$ cat config.mk
export PLATFORM = sky130hd
export DESIGN_NAME = sdram_rd_burst_ctrl
export DESIGN_NICKNAME = d
export VERILOG_FILES = /design/src/rtl/sdram_rd_burst_ctrl.sv
export SDC_FILE = /design/constraint.sdc
export NUM_CORES = 1
export LEC_CHECK = 0
export ABC_CLOCK_PERIOD_IN_PS = 4720
export CAP_MARGIN = 10
export CORE_AREA = 5 5 115 85
export DETAILED_ROUTE_END_ITERATION = 8
export DIE_AREA = 0 0 120 90
export DONT_BUFFER_PORTS = 1
export GPL_ROUTABILITY_DRIVEN = 0
export PLACE_DENSITY = 0.74
export RECOVER_POWER = 25
export SLEW_MARGIN = 0
export SYNTH_ARGS = -nofsm -noshare
export SYNTH_HDL_FRONTEND = slang
export SYNTH_SLANG_ARGS = --single-unit
$ cat constraint.sdc
create_clock -name sclk -period 4.72 [get_ports sclk]
set_clock_uncertainty 0.15 [all_clocks]
set_input_delay 0.944 -clock sclk [delete_from_list [all_inputs] [get_ports sclk]]
set_output_delay 0.944 -clock sclk [all_outputs]
set_load 0.01 [all_outputs]
$ cat src/rtl/sdram_rd_burst_ctrl.sv
// SDRAM read sequencer: arbitrates for the command bus, issues ACT/READ/PRE, crosses rows,
// yields to refresh at burst slots and captures read data after CAS latency.
module sdram_rd_burst_ctrl #(
  parameter int unsigned ROW_W     = 12,
  parameter int unsigned COL_W     = 9,
  parameter int unsigned BANK_W    = 2,
  parameter int unsigned DATA_W    = 16,
  parameter int unsigned LEN_W     = 16,
  parameter int unsigned BURST_LEN = 4,
  parameter int unsigned CAS_LAT   = 3,
  parameter int unsigned T_RCD     = 3,
  parameter int unsigned T_RP      = 3
) (
  input  logic              sclk,
  input  logic              s_rst,
  input  logic              rd_trig,
  input  logic [BANK_W-1:0] start_bank,
  input  logic [ROW_W-1:0]  start_row,
  input  logic [COL_W-1:0]  start_col,
  input  logic [LEN_W-1:0]  rd_len,
  output logic              rd_req,
  input  logic              rd_en,
  input  logic              ref_req,
  output logic              flag_rd_end,
  output logic [3:0]        rd_cmd,
  output logic [ROW_W-1:0]  rd_addr,
  output logic [BANK_W-1:0] bank_addr,
  input  logic [DATA_W-1:0] sdram_dq_in,
  output logic [DATA_W-1:0] rd_data,
  output logic              rd_data_vld,
  output logic              rd_busy,
  output logic              rd_done
);

  localparam logic [3:0] CmdNop = 4'b0111;
  localparam logic [3:0] CmdAct = 4'b0011;
  localparam logic [3:0] CmdRd  = 4'b0101;
  localparam logic [3:0] CmdPre = 4'b0010;

  localparam logic [2:0] StIdle  = 3'd0;
  localparam logic [2:0] StReq   = 3'd1;
  localparam logic [2:0] StAct   = 3'd2;
  localparam logic [2:0] StRd    = 3'd3;
  localparam logic [2:0] StPre   = 3'd4;
  localparam logic [2:0] StDrain = 3'd5;

  localparam logic [1:0] CauseDone = 2'd0;
  localparam logic [1:0] CauseRef  = 2'd1;
  localparam logic [1:0] CauseRow  = 2'd2;

  localparam int unsigned CNT_W  = 8;
  localparam int unsigned PIPE_W = CAS_LAT + BURST_LEN - 1;

  localparam logic [COL_W:0]   ColStep = (COL_W + 1)'(BURST_LEN);
  localparam logic [ROW_W-1:0] PreAddr = ROW_W'(1024);

  logic [2:0]        state_q, state_d;
  logic [BANK_W-1:0] bank_q, bank_d;
  logic [ROW_W-1:0]  row_q, row_d;
  logic [COL_W-1:0]  col_q, col_d;
  logic [LEN_W-1:0]  rem_q, rem_d;
  logic [CNT_W-1:0]  cnt_q, cnt_d;
  logic [1:0]        cause_q, cause_d;
  logic              wrap_q, wrap_d;
  logic              busy_q, busy_d;
  logic [3:0]        cmd_q, cmd_d;
  logic [ROW_W-1:0]  addr_q, addr_d;
  logic [BANK_W-1:0] ba_q, ba_d;
  logic              flag_q, flag_d;
  logic              done_q, done_d;
  logic [PIPE_W-1:0] pipe_q;
  logic [DATA_W-1:0] data_q;
  logic              vld_q;
  logic [COL_W:0]    col_sum;
  logic              dq_vld;

  assign col_sum = {1'b0, col_q} + ColStep;
  // pipe_q[k] set means a READ was on the bus k+1 cycles ago.
  assign dq_vld  = |pipe_q[PIPE_W-1:CAS_LAT-1];

  always_comb begin
    state_d = state_q;
    bank_d  = bank_q;
    row_d   = row_q;
    col_d   = col_q;
    rem_d   = rem_q;
    cnt_d   = cnt_q + CNT_W'(1);
    cause_d = cause_q;
    wrap_d  = wrap_q;
    busy_d  = busy_q;
    cmd_d   = CmdNop;
    addr_d  = '0;
    ba_d    = '0;
    flag_d  = 1'b0;
    done_d  = 1'b0;
    case (state_q)
      StIdle: begin
        cnt_d = '0;
        if (rd_trig && (rd_len != '0)) begin
          bank_d  = start_bank;
          row_d   = start_row;
          col_d   = start_col;
          rem_d   = rd_len;
          wrap_d  = 1'b0;
          busy_d  = 1'b1;
          state_d = StReq;
        end
      end
      StReq: begin
        cnt_d = '0;
        if (rd_en) state_d = StAct;
      end
      StAct: begin
        if (cnt_q == '0) begin
          cmd_d  = CmdAct;
          addr_d = row_q;
          ba_d   = bank_q;
        end
        if (cnt_q == CNT_W'(T_RCD - 1)) begin
          cnt_d   = '0;
          state_d = StRd;
        end
      end
      StRd: begin
        cnt_d = (cnt_q == CNT_W'(BURST_LEN - 1)) ? '0 : cnt_q + CNT_W'(1);
        if (cnt_q == '0) begin
          if ((rem_q == '0) || ref_req || wrap_q) begin
            if (rem_q == '0)  cause_d = CauseDone;
            else if (ref_req) cause_d = CauseRef;
            else              cause_d = CauseRow;
            // Row advance also applies when refresh pre-empts a row crossing.
            if (wrap_q) row_d = row_q + ROW_W'(1);
            wrap_d  = 1'b0;
            cmd_d   = CmdPre;
            addr_d  = PreAddr;
            ba_d    = bank_q;
            cnt_d   = CNT_W'(1);
            state_d = StPre;
          end else begin
            cmd_d  = CmdRd;
            addr_d = ROW_W'(col_q);
            ba_d   = bank_q;
            col_d  = col_sum[COL_W-1:0];
            wrap_d = col_sum[COL_W];
            rem_d  = rem_q - LEN_W'(1);
          end
        end
      end
      StPre: begin
        if (cnt_q == CNT_W'(T_RP - 1)) begin
          cnt_d = '0;
          case (cause_q)
            CauseRow: state_d = StAct;
            CauseRef: begin
              state_d = StReq;
              flag_d  = 1'b1;
            end
            default: begin
              state_d = StDrain;
              flag_d  = 1'b1;
            end
          endcase
        end
      end
      StDrain: begin
        cnt_d = '0;
        if (pipe_q == '0) begin
          done_d  = 1'b1;
          busy_d  = 1'b0;
          state_d = StIdle;
        end
      end
      default: state_d = StIdle;
    endcase
  end

  always_ff @(posedge sclk or posedge s_rst) begin
    if (s_rst) begin
      state_q <= StIdle;
      bank_q  <= '0;
      row_q   <= '0;
      col_q   <= '0;
      rem_q   <= '0;
      cnt_q   <= '0;
      cause_q <= CauseDone;
      wrap_q  <= 1'b0;
      busy_q  <= 1'b0;
      cmd_q   <= CmdNop;
      addr_q  <= '0;
      ba_q    <= '0;
      flag_q  <= 1'b0;
      done_q  <= 1'b0;
      pipe_q  <= '0;
      data_q  <= '0;
      vld_q   <= 1'b0;
    end else begin
      state_q <= state_d;
      bank_q  <= bank_d;
      row_q   <= row_d;
      col_q   <= col_d;
      rem_q   <= rem_d;
      cnt_q   <= cnt_d;
      cause_q <= cause_d;
      wrap_q  <= wrap_d;
      busy_q  <= busy_d;
      cmd_q   <= cmd_d;
      addr_q  <= addr_d;
      ba_q    <= ba_d;
      flag_q  <= flag_d;
      done_q  <= done_d;
      pipe_q  <= {pipe_q[PIPE_W-2:0], cmd_q == CmdRd};
      vld_q   <= dq_vld;
      if (dq_vld) data_q <= sdram_dq_in;
    end
  end

  assign rd_req      = (state_q == StReq);
  assign flag_rd_end = flag_q;
  assign rd_cmd      = cmd_q;
  assign rd_addr     = addr_q;
  assign bank_addr   = ba_q;
  assign rd_data     = data_q;
  assign rd_data_vld = vld_q;
  assign rd_busy     = busy_q;
  assign rd_done     = done_q;

endmodule

==> flow_metrics.py, run 1 <==
metrics = {
    "setup_path": {
        "cp_data_arrival_time_ps": 3220,
        "cp-end-kind": "register",
        "critical_path_peak_fanout": 50,
        "critical_path_rt_ps": 4800,
        "critical_path_class": "register to register",
        "critPathLaunchType": "register",
        "timing.rr.start": "state_q[2]$_DFFE_PP0P_",
        "setup.worst_path.start": "state_q[2]$_DFFE_PP0P_",
    },
    "run_status": {
        "outcome": "finished, violations left",
        "violations": "max-capacitance violations, max-slew violations",
    },
    "clocking": {
        "tritoncts": "done",
        "cts_inserted_buffers": 9,
        "post_cts.resized_instances": 0,
        "number_of_buffers_inserted_for_hold_repair_after_clock_tree_synthesis": 0,
        "clock-sinks": 96,
        "postCtsSetupBuffers": 0,
        "htree_levels": 3,
        "clock_insertion_delay_worst_skew_ps": 340,
        "clockRootBuffer": "sky130_fd_sc_hd__clkbuf_16",
        "ctsLongestPathBuffers": 2,
        "clkSlewWorstSetupHoldPaths_ps": 70,
    },
    "routing": {
        "routed-via-count": 3965,
        "final_antenna_net_count": 0,
        "route.detailed.wl_per_inst_microns": 20.0,
        "routed_via_density": 6.59,
        "route.detailed.drc": 0,
        "route.final.wire_length_microns": 12100,
        "drt_pass1_iterations": 5,
        "detailedRoute.firstIterationViolations": 524,
    },
    "sta": {
        "slew_headroom_pct": -77.7,
        "rsz0062_at_grt": "false",
        "final_min_period_over_clock_period_pct": 66.6,
        "finalMaxSlewViolations": 64,
        "setup_viol_count_final": 0,
        "fin_tns_setup_ps": 0,
        "post-route-worst-setup-slack_ps": 1580,
        "hold_violations": 0,
        "layout_min_cycle_time_ps": 3140,
        "worst_pin_slew_ps": 2650,
        "fmax_mhz": 318,
        "worst_hold_slack_ps": 240,
    },
    "synth": {
        "synth-async-reset-ratio_pct": 100,
        "synthesis.area_per_instance_sq_um": 9.85,
        "synth_flop_cell": "sky130_fd_sc_hd__dfrtp_1",
        "yosys_cell_types": 68,
        "netlist_instances": 504,
        "synth_fp_nets": 571,
        "synth-seq-area-share_pct": 48.5,
        "count_of_flip_flops_with_a_built_in_enable_after_synthesis": 0,
        "yosys_warnings": 0,
        "mappedNetlistArea_sq_um": 4970,
        "ys_seq_elements": 96,
    },
    "floorplanning": {
        "core-area_sq_um": 8670,
        "fp.dieArea_sq_um": 10800,
        "floorplan.die.width_microns": 120,
        "rows": 29,
        "die_height_microns": 90,
        "ios": 99,
        "effective_utilization_at_floorplan_pct": 57.3,
    },
    "placement": {
        "place.detailed.hpwl_microns": 8310,
        "postPlaceCellArea_sq_um": 4980,
        "dpl_worst_slack_ps": 1640,
        "port_buffers": 0,
    },
    "finish": {
        "final_cell_area_sq_um": 5270,
        "n_antenna_cell": 0,
        "final_layout_size_suffix_gt1_share_pct": 12.1,
        "flow.area_growth_from_synthesis_pct": 6.10,
        "fin_util_pct": 60.8,
        "finalNetCount": 556,
    },
    "flow_run": {
        "cap_violations": 1,
    },
    "power_and_ir_drop": {
        "vdd_ir_drop_max_mv": 0.334,
        "cellPowerDensity_nw_per_um2": 656,
        "power.static_leakage_uw": 0.00225,
    },
    "grt": {
        "grt_max_degree": 64,
        "first_global_vias": 3773,
        "globalRouteTotalUtil_pct": 22.7,
        "grt_pass1_wl_microns": 19700,
        "grt_remaining_overflow": 0,
        "number_of_antenna_violations_at_the_first_check_in_global_routing": 0,
    },
    "hold_path": {
        "timing.hold.worst.start": "pipe_q[1]$_DFF_PP0_",
        "timing.hold.worst.class": "register to register",
    },
}
==> layout by cell type, fill, tap and decap left out, types with 6 or more instances in the layout <==
cell	Yosys	routed
sky130_fd_sc_hd__o22a_1	9	9
sky130_fd_sc_hd__a21oi_1	37	37
sky130_fd_sc_hd__nor2_1	32	32
sky130_fd_sc_hd__or3_1	6	6
sky130_fd_sc_hd__nor4_1	10	10
sky130_fd_sc_hd__a31oi_1	15	15
sky130_fd_sc_hd__mux2_2	16	16
sky130_fd_sc_hd__clkbuf_16	0	9
sky130_fd_sc_hd__dfrtp_1	93	93
sky130_fd_sc_hd__a22o_1	9	9
sky130_fd_sc_hd__ha_1	7	7
sky130_fd_sc_hd__nand2_1	40	40
sky130_fd_sc_hd__nand3_1	27	27
sky130_fd_sc_hd__nor3_1	14	14
sky130_fd_sc_hd__a2bb2oi_1	15	15
sky130_fd_sc_hd__o21ai_0	40	40
sky130_fd_sc_hd__inv_1	14	13
sky130_fd_sc_hd__and2_1	6	6
==> cell usage after synthesis (2+ instances only) <==
cell type / n / share of area [%]
sky130_fd_sc_hd__o21ai_1: 2 / 0.20
sky130_fd_sc_hd__o21ai_0: 40 / 4.0
sky130_fd_sc_hd__nand2_1: 40 / 3.0
sky130_fd_sc_hd__xor2_1: 5 / 0.88
sky130_fd_sc_hd__a22oi_1: 4 / 0.60
sky130_fd_sc_hd__o22ai_1: 5 / 0.63
sky130_fd_sc_hd__nor4_4: 2 / 0.86
sky130_fd_sc_hd__o22a_1: 9 / 1.6
sky130_fd_sc_hd__nand3_1: 27 / 2.7
sky130_fd_sc_hd__dfstp_2: 3 / 1.6
sky130_fd_sc_hd__or2_2: 2 / 0.25
sky130_fd_sc_hd__nand2b_1: 3 / 0.38
sky130_fd_sc_hd__a21oi_1: 37 / 3.7
sky130_fd_sc_hd__nor4_1: 10 / 1.3
sky130_fd_sc_hd__a22o_1: 9 / 1.6
sky130_fd_sc_hd__a21o_1: 2 / 0.30
sky130_fd_sc_hd__o31ai_1: 3 / 0.45
sky130_fd_sc_hd__nor2b_1: 2 / 0.25
sky130_fd_sc_hd__a2bb2oi_1: 15 / 2.6
sky130_fd_sc_hd__and2_1: 6 / 0.76
sky130_fd_sc_hd__buf_2: 5 / 0.50
sky130_fd_sc_hd__nor2_1: 32 / 2.4
sky130_fd_sc_hd__nor3_1: 14 / 1.4
sky130_fd_sc_hd__a31oi_1: 15 / 1.9
sky130_fd_sc_hd__mux2i_1: 2 / 0.40
sky130_fd_sc_hd__nor2_2: 3 / 0.38
sky130_fd_sc_hd__a211o_1: 2 / 0.35
sky130_fd_sc_hd__and3_1: 4 / 0.50
sky130_fd_sc_hd__or3_1: 6 / 0.76
sky130_fd_sc_hd__buf_4: 2 / 0.30
sky130_fd_sc_hd__ha_1: 7 / 1.8
sky130_fd_sc_hd__mux2_2: 16 / 3.6
sky130_fd_sc_hd__mux2_4: 2 / 0.60
sky130_fd_sc_hd__o2bb2ai_1: 4 / 0.71
sky130_fd_sc_hd__a211oi_1: 2 / 0.30
sky130_fd_sc_hd__nand4_1: 4 / 0.50
sky130_fd_sc_hd__inv_1: 14 / 1.1
sky130_fd_sc_hd__dfrtp_1: 93 / 47
sky130_fd_sc_hd__buf_6: 3 / 0.68
sky130_fd_sc_hd__clkbuf_1: 20 / 1.5
==> critical path, stage by stage, from the launching register on <==
cell,delay [ps]
sky130_fd_sc_hd__dfrtp_1,560
sky130_fd_sc_hd__nand3b_4,590
sky130_fd_sc_hd__or3_1,540
sky130_fd_sc_hd__a21o_1,440
sky130_fd_sc_hd__a21oi_4,400
sky130_fd_sc_hd__mux2_4,330
==> power breakdown <==
| part | total, uW | leakage (uW) | switching, uW | internal (uW) |
|---|---|---|---|---|
| combinational | 1220 | 0.000931 | 681 | 541 |
| clock | 701 | 0.000142 | 313 | 389 |
| sequential | 1540 | 0.00117 | 391 | 1140 |
==> sequential cells by signal, summed over array words and instances, names as in the netlist <==
name,cells
rd_done,1
rem_q,16
pipe_q,6
bank_q,2
row_q,12
flag_rd_end,1
rd_data,16
cnt_q,8
state_q,3
rd_cmd,3
rd_busy,1
rd_data_vld,1
bank_addr,2
col_q,9
cause_q,2
rd_addr,12
wrap_q,1
==> final timing paths <==
check / end / cells after the start / slack [ps]
min in group asynchronous: rd_data[11]$_DFFE_PP0P_ / 1 / 1060
hold / removal: pipe_q[2]$_DFF_PP0_ / 0 / 240
setup / recovery: rem_q[1]$_DFFE_PP0P_ / 5 / 1580
setup reg to reg: rem_q[1]$_DFFE_PP0P_ / 5 / 1580
hold reg to reg: pipe_q[2]$_DFF_PP0_ / 0 / 240
max in group asynchronous: rem_q[1]$_DFFE_PP0P_ / 2 / 1980
==> metal layers <==
metal  vias up  global-route usage [%]  share of wire (%)
met1      1930                    32.7                 44
met3        23                    5.77                8.7
met4         0                    7.05                1.6
li1       1826                       -                  -
met2       186                    33.8                 45
met5         -                       0                  0
==> stage by stage <==
stage	power, uW	std cells
after floorplan	2470	504
after global placement	2700	586
after detailed placement	2750	586
after CTS	3460	602
after global routing	3690	602
final	3460	602
==> area by class of cell <==
type | instances | area, sq um
Fill cell | 747 | 3400
Sequential cell | 96 | 2410
Multi-Input combinational cell | 362 | 2340
Clock buffer | 11 | 253
Tap cell | 108 | 135
Inverter | 14 | 53.8
Timing Repair Buffer | 6 | 41.3
Clock inverter | 5 | 38.8
==> cells by family (layout without fill, tap and decap cells) <==
logic type	after synthesis	in the layout	share of synthesized area, %
muxes	21	21	4.86
xor gates and xnor gates	6	6	1.06
DFF	96	96	48.5
other	1	1	0.0755
adders and majority gates	7	7	1.76
AOI/OAI and AO/OA	162	162	21.7
and+or+nand+nor	165	165	17.7
buffers and inverters	46	36	4.43
Power figures use the tool's default switching activity.
==> run 2, diff against run 1 <==
--- a/config.mk
+++ b/config.mk
@@ -5,7 +5,7 @@
 export SDC_FILE = /design/constraint.sdc
 export NUM_CORES = 1
 export LEC_CHECK = 0
-export ABC_CLOCK_PERIOD_IN_PS = 4720
+export ABC_CLOCK_PERIOD_IN_PS = 2900
 export CAP_MARGIN = 10
 export CORE_AREA = 5 5 115 85
 export DETAILED_ROUTE_END_ITERATION = 8
==> constraint.sdc (replaced) <==
create_clock -name sclk -period 2.9 [get_ports sclk]
set_clock_uncertainty 0.15 [all_clocks]
set_input_delay 0.58 -clock sclk [delete_from_list [all_inputs] [get_ports sclk]]
set_output_delay 0.58 -clock sclk [all_outputs]
set_load 0.01 [all_outputs]
==> flow_metrics.py, run 2 (synthesized netlist as in run 1, its figures left out) <==
metrics = {
    "sta": {
        "finalMaxSlewViolations": 0,
        "worst_pin_slew_ps": 1280,
        "layout_min_cycle_time_ps": 2550,
        "rsz0062_at_grt": "false",
        "slew_headroom_pct": 14.3,
        "setup_viol_count_final": 0,
        "worst_hold_slack_ps": 187,
        "fin_tns_setup_ps": 0,
        "final_min_period_over_clock_period_pct": 87.8,
        "fmax_mhz": 393,
        "hold_violations": 0,
    },
    "setup_path": {
        "cp_top_family": "compound AO/OA/AOI/OAI gates",
        "cp-end-kind": "register",
        "timing.critical_path.buf_inv": 1,
        "critical_path_class": "register to register",
        "worst_path_largest_cell_delay_ps": 490,
        "critical_path_rt_ps": 3030,
        "path_cells": "inv_1 > ha_1 > or3b_1 > nor3_4 > a21oi_2 > o21ai_4 > o22a_1",
        "cpMaxStageDelayCell": "sky130_fd_sc_hd__or3b_1",
        "critPathLaunchType": "register",
        "cp_data_arrival_time_ps": 2680,
        "critical_path_peak_fanout": 14,
    },
    "clocking": {
        "postCtsSetupBuffers": 0,
        "post_cts.resized_instances": 0,
        "clockRootBuffer": "sky130_fd_sc_hd__clkbuf_16",
        "cts_inserted_buffers": 9,
        "clock_insertion_delay_worst_skew_ps": 340,
        "ctsLongestPathBuffers": 2,
        "htree_levels": 3,
        "number_of_buffers_inserted_for_hold_repair_after_clock_tree_synthesis": 0,
        "clkSlewWorstSetupHoldPaths_ps": 70,
        "clock-sinks": 96,
        "tritoncts": "done",
    },
    "floorplanning": {
        "ios": 99,
        "fp.dieArea_sq_um": 10800,
        "floorplan.die.width_microns": 120,
        "effective_utilization_at_floorplan_pct": 57.3,
        "core-area_sq_um": 8670,
        "rows": 29,
        "die_height_microns": 90,
    },
    "grt": {
        "globalRouteTotalUtil_pct": 22.9,
        "grt_max_degree": 69,
        "grt_pass1_wl_microns": 19900,
        "grt_remaining_overflow": 0,
        "first_global_vias": 3787,
        "number_of_antenna_violations_at_the_first_check_in_global_routing": 0,
    },
    "finish": {
        "layout.cells.most_common_list": "sky130_fd_sc_hd__dfrtp_1, sky130_fd_sc_hd__o21ai_0, sky130_fd_sc_hd__nand2_1",
        "n_antenna_cell": 0,
        "layout.cells.most_common": "sky130_fd_sc_hd__dfrtp_1",
        "fillerInstances": 701,
        "final_layout_size_suffix_gt1_share_pct": 13.6,
        "flow.area_growth_from_synthesis_pct": 7.94,
        "finalNetCount": 563,
    },
    "routing": {
        "drt_pass1_iterations": 5,
        "routed-via-count": 4032,
        "routed_via_density": 6.62,
        "route.detailed.drc": 0,
        "route.detailed.wl_per_inst_microns": 20.1,
        "final_antenna_net_count": 0,
        "detailedRoute.firstIterationViolations": 400,
        "route.final.wire_length_microns": 12300,
    },
    "power_and_ir_drop": {
        "clock_power_share_pct": 22.1,
        "cellPowerDensity_nw_per_um2": 1090,
        "sw_frac_of_total_pct": 39.3,
        "cellInternalPower_uw": 3550,
        "power.static_leakage_uw": 0.00230,
        "combinational_fraction_of_design_power_pct": 35.2,
        "seqPwrFrac_pct": 42.7,
        "power_switching_uw": 2290,
        "vdd_ir_drop_max_mv": 0.561,
    },
    "placement": {
        "port_buffers": 0,
        "place.detailed.hpwl_microns": 8590,
    },
    "flow_run": {
        "cap_violations": 0,
    },
    "run_status": {
        "outcome": "finished, final reports clean",
    },
    "hold_path": {
        "timing.hold.worst.class": "primary input to register",
    },
}
## run 2: cell count changes in the layout (fill, tap and decap cells not counted), sizes merged
cell    before  now
clkinv       3    1
bufinv       0    2
inv         14   16
buf          5   12
clkbuf      12   10
## run 2: routing by layer
| layer | wire length [microns] | track usage [%] | vias up |
|---|---|---|---|
| met3 | 1070 | 5.90 | 12 |
| met1 | 5380 | 33.2 | 1965 |
| met5 | 0 | 0 | - |
| li1 | - | - | 1834 |
| met4 | 108 | 5.05 | 0 |
| met2 | 5710 | 34.8 | 221 |
## run 2: per-stage QoR
step | util [%] | instance area [sq um] | std cells | setup WS, ps | total power (uW)
floorplan | - | 4970 | 504 | 615 | 4010
global placement | 58.2 | 5050 | 593 | 361 | 4450
detailed placement | 58.2 | 5050 | 593 | 227 | 4540
CTS | 62.0 | 5380 | 609 | 384 | 5840
global route | 61.8 | 5360 | 609 | 201 | 6210
finish | 61.8 | 5360 | 609 | 354 | 5840
## run 2: final cells by class
cell class | instances | area (sq um) | share of cell area [%]
clock buffer | 9 | 225 | 4.20
clock inverter | 7 | 101 | 1.89
inverter | 14 | 53.8 | 1.00
multi-input combinational | 362 | 2340 | 43.7
sequential | 96 | 2410 | 44.9
tap | 108 | 135 | 2.52
timing repair buffer | 13 | 97.6 | 1.82
## run 2: worst paths after layout
kind / start / end / slack, ps / cells after the start
max: rem_q[0]$_DFFE_PP0P_ / rem_q[10]$_DFFE_PP0P_ / 350 / 7
min: start_bank[1] / bank_q[1]$_DFFE_PP0P_ / 190 / 2
max reg2reg: rem_q[0]$_DFFE_PP0P_ / rem_q[10]$_DFFE_PP0P_ / 350 / 7
min reg2reg: pipe_q[1]$_DFF_PP0_ / pipe_q[2]$_DFF_PP0_ / 240 / 0
max in group asynchronous: s_rst / rem_q[6]$_DFFE_PP0P_ / 840 / 2
min in group asynchronous: s_rst / rd_data[14]$_DFFE_PP0P_ / 230 / 1
## run 2: power by group through the flow
stage               clock network, uW  logic (uW)  registers [uW]
floorplan                           0        1710            2300
global placement                    0        1980            2470
detailed placement                  0        2040            2500
CTS                              1310        2050            2480
global route                     1380        2280            2550
finish                           1290        2060            2490
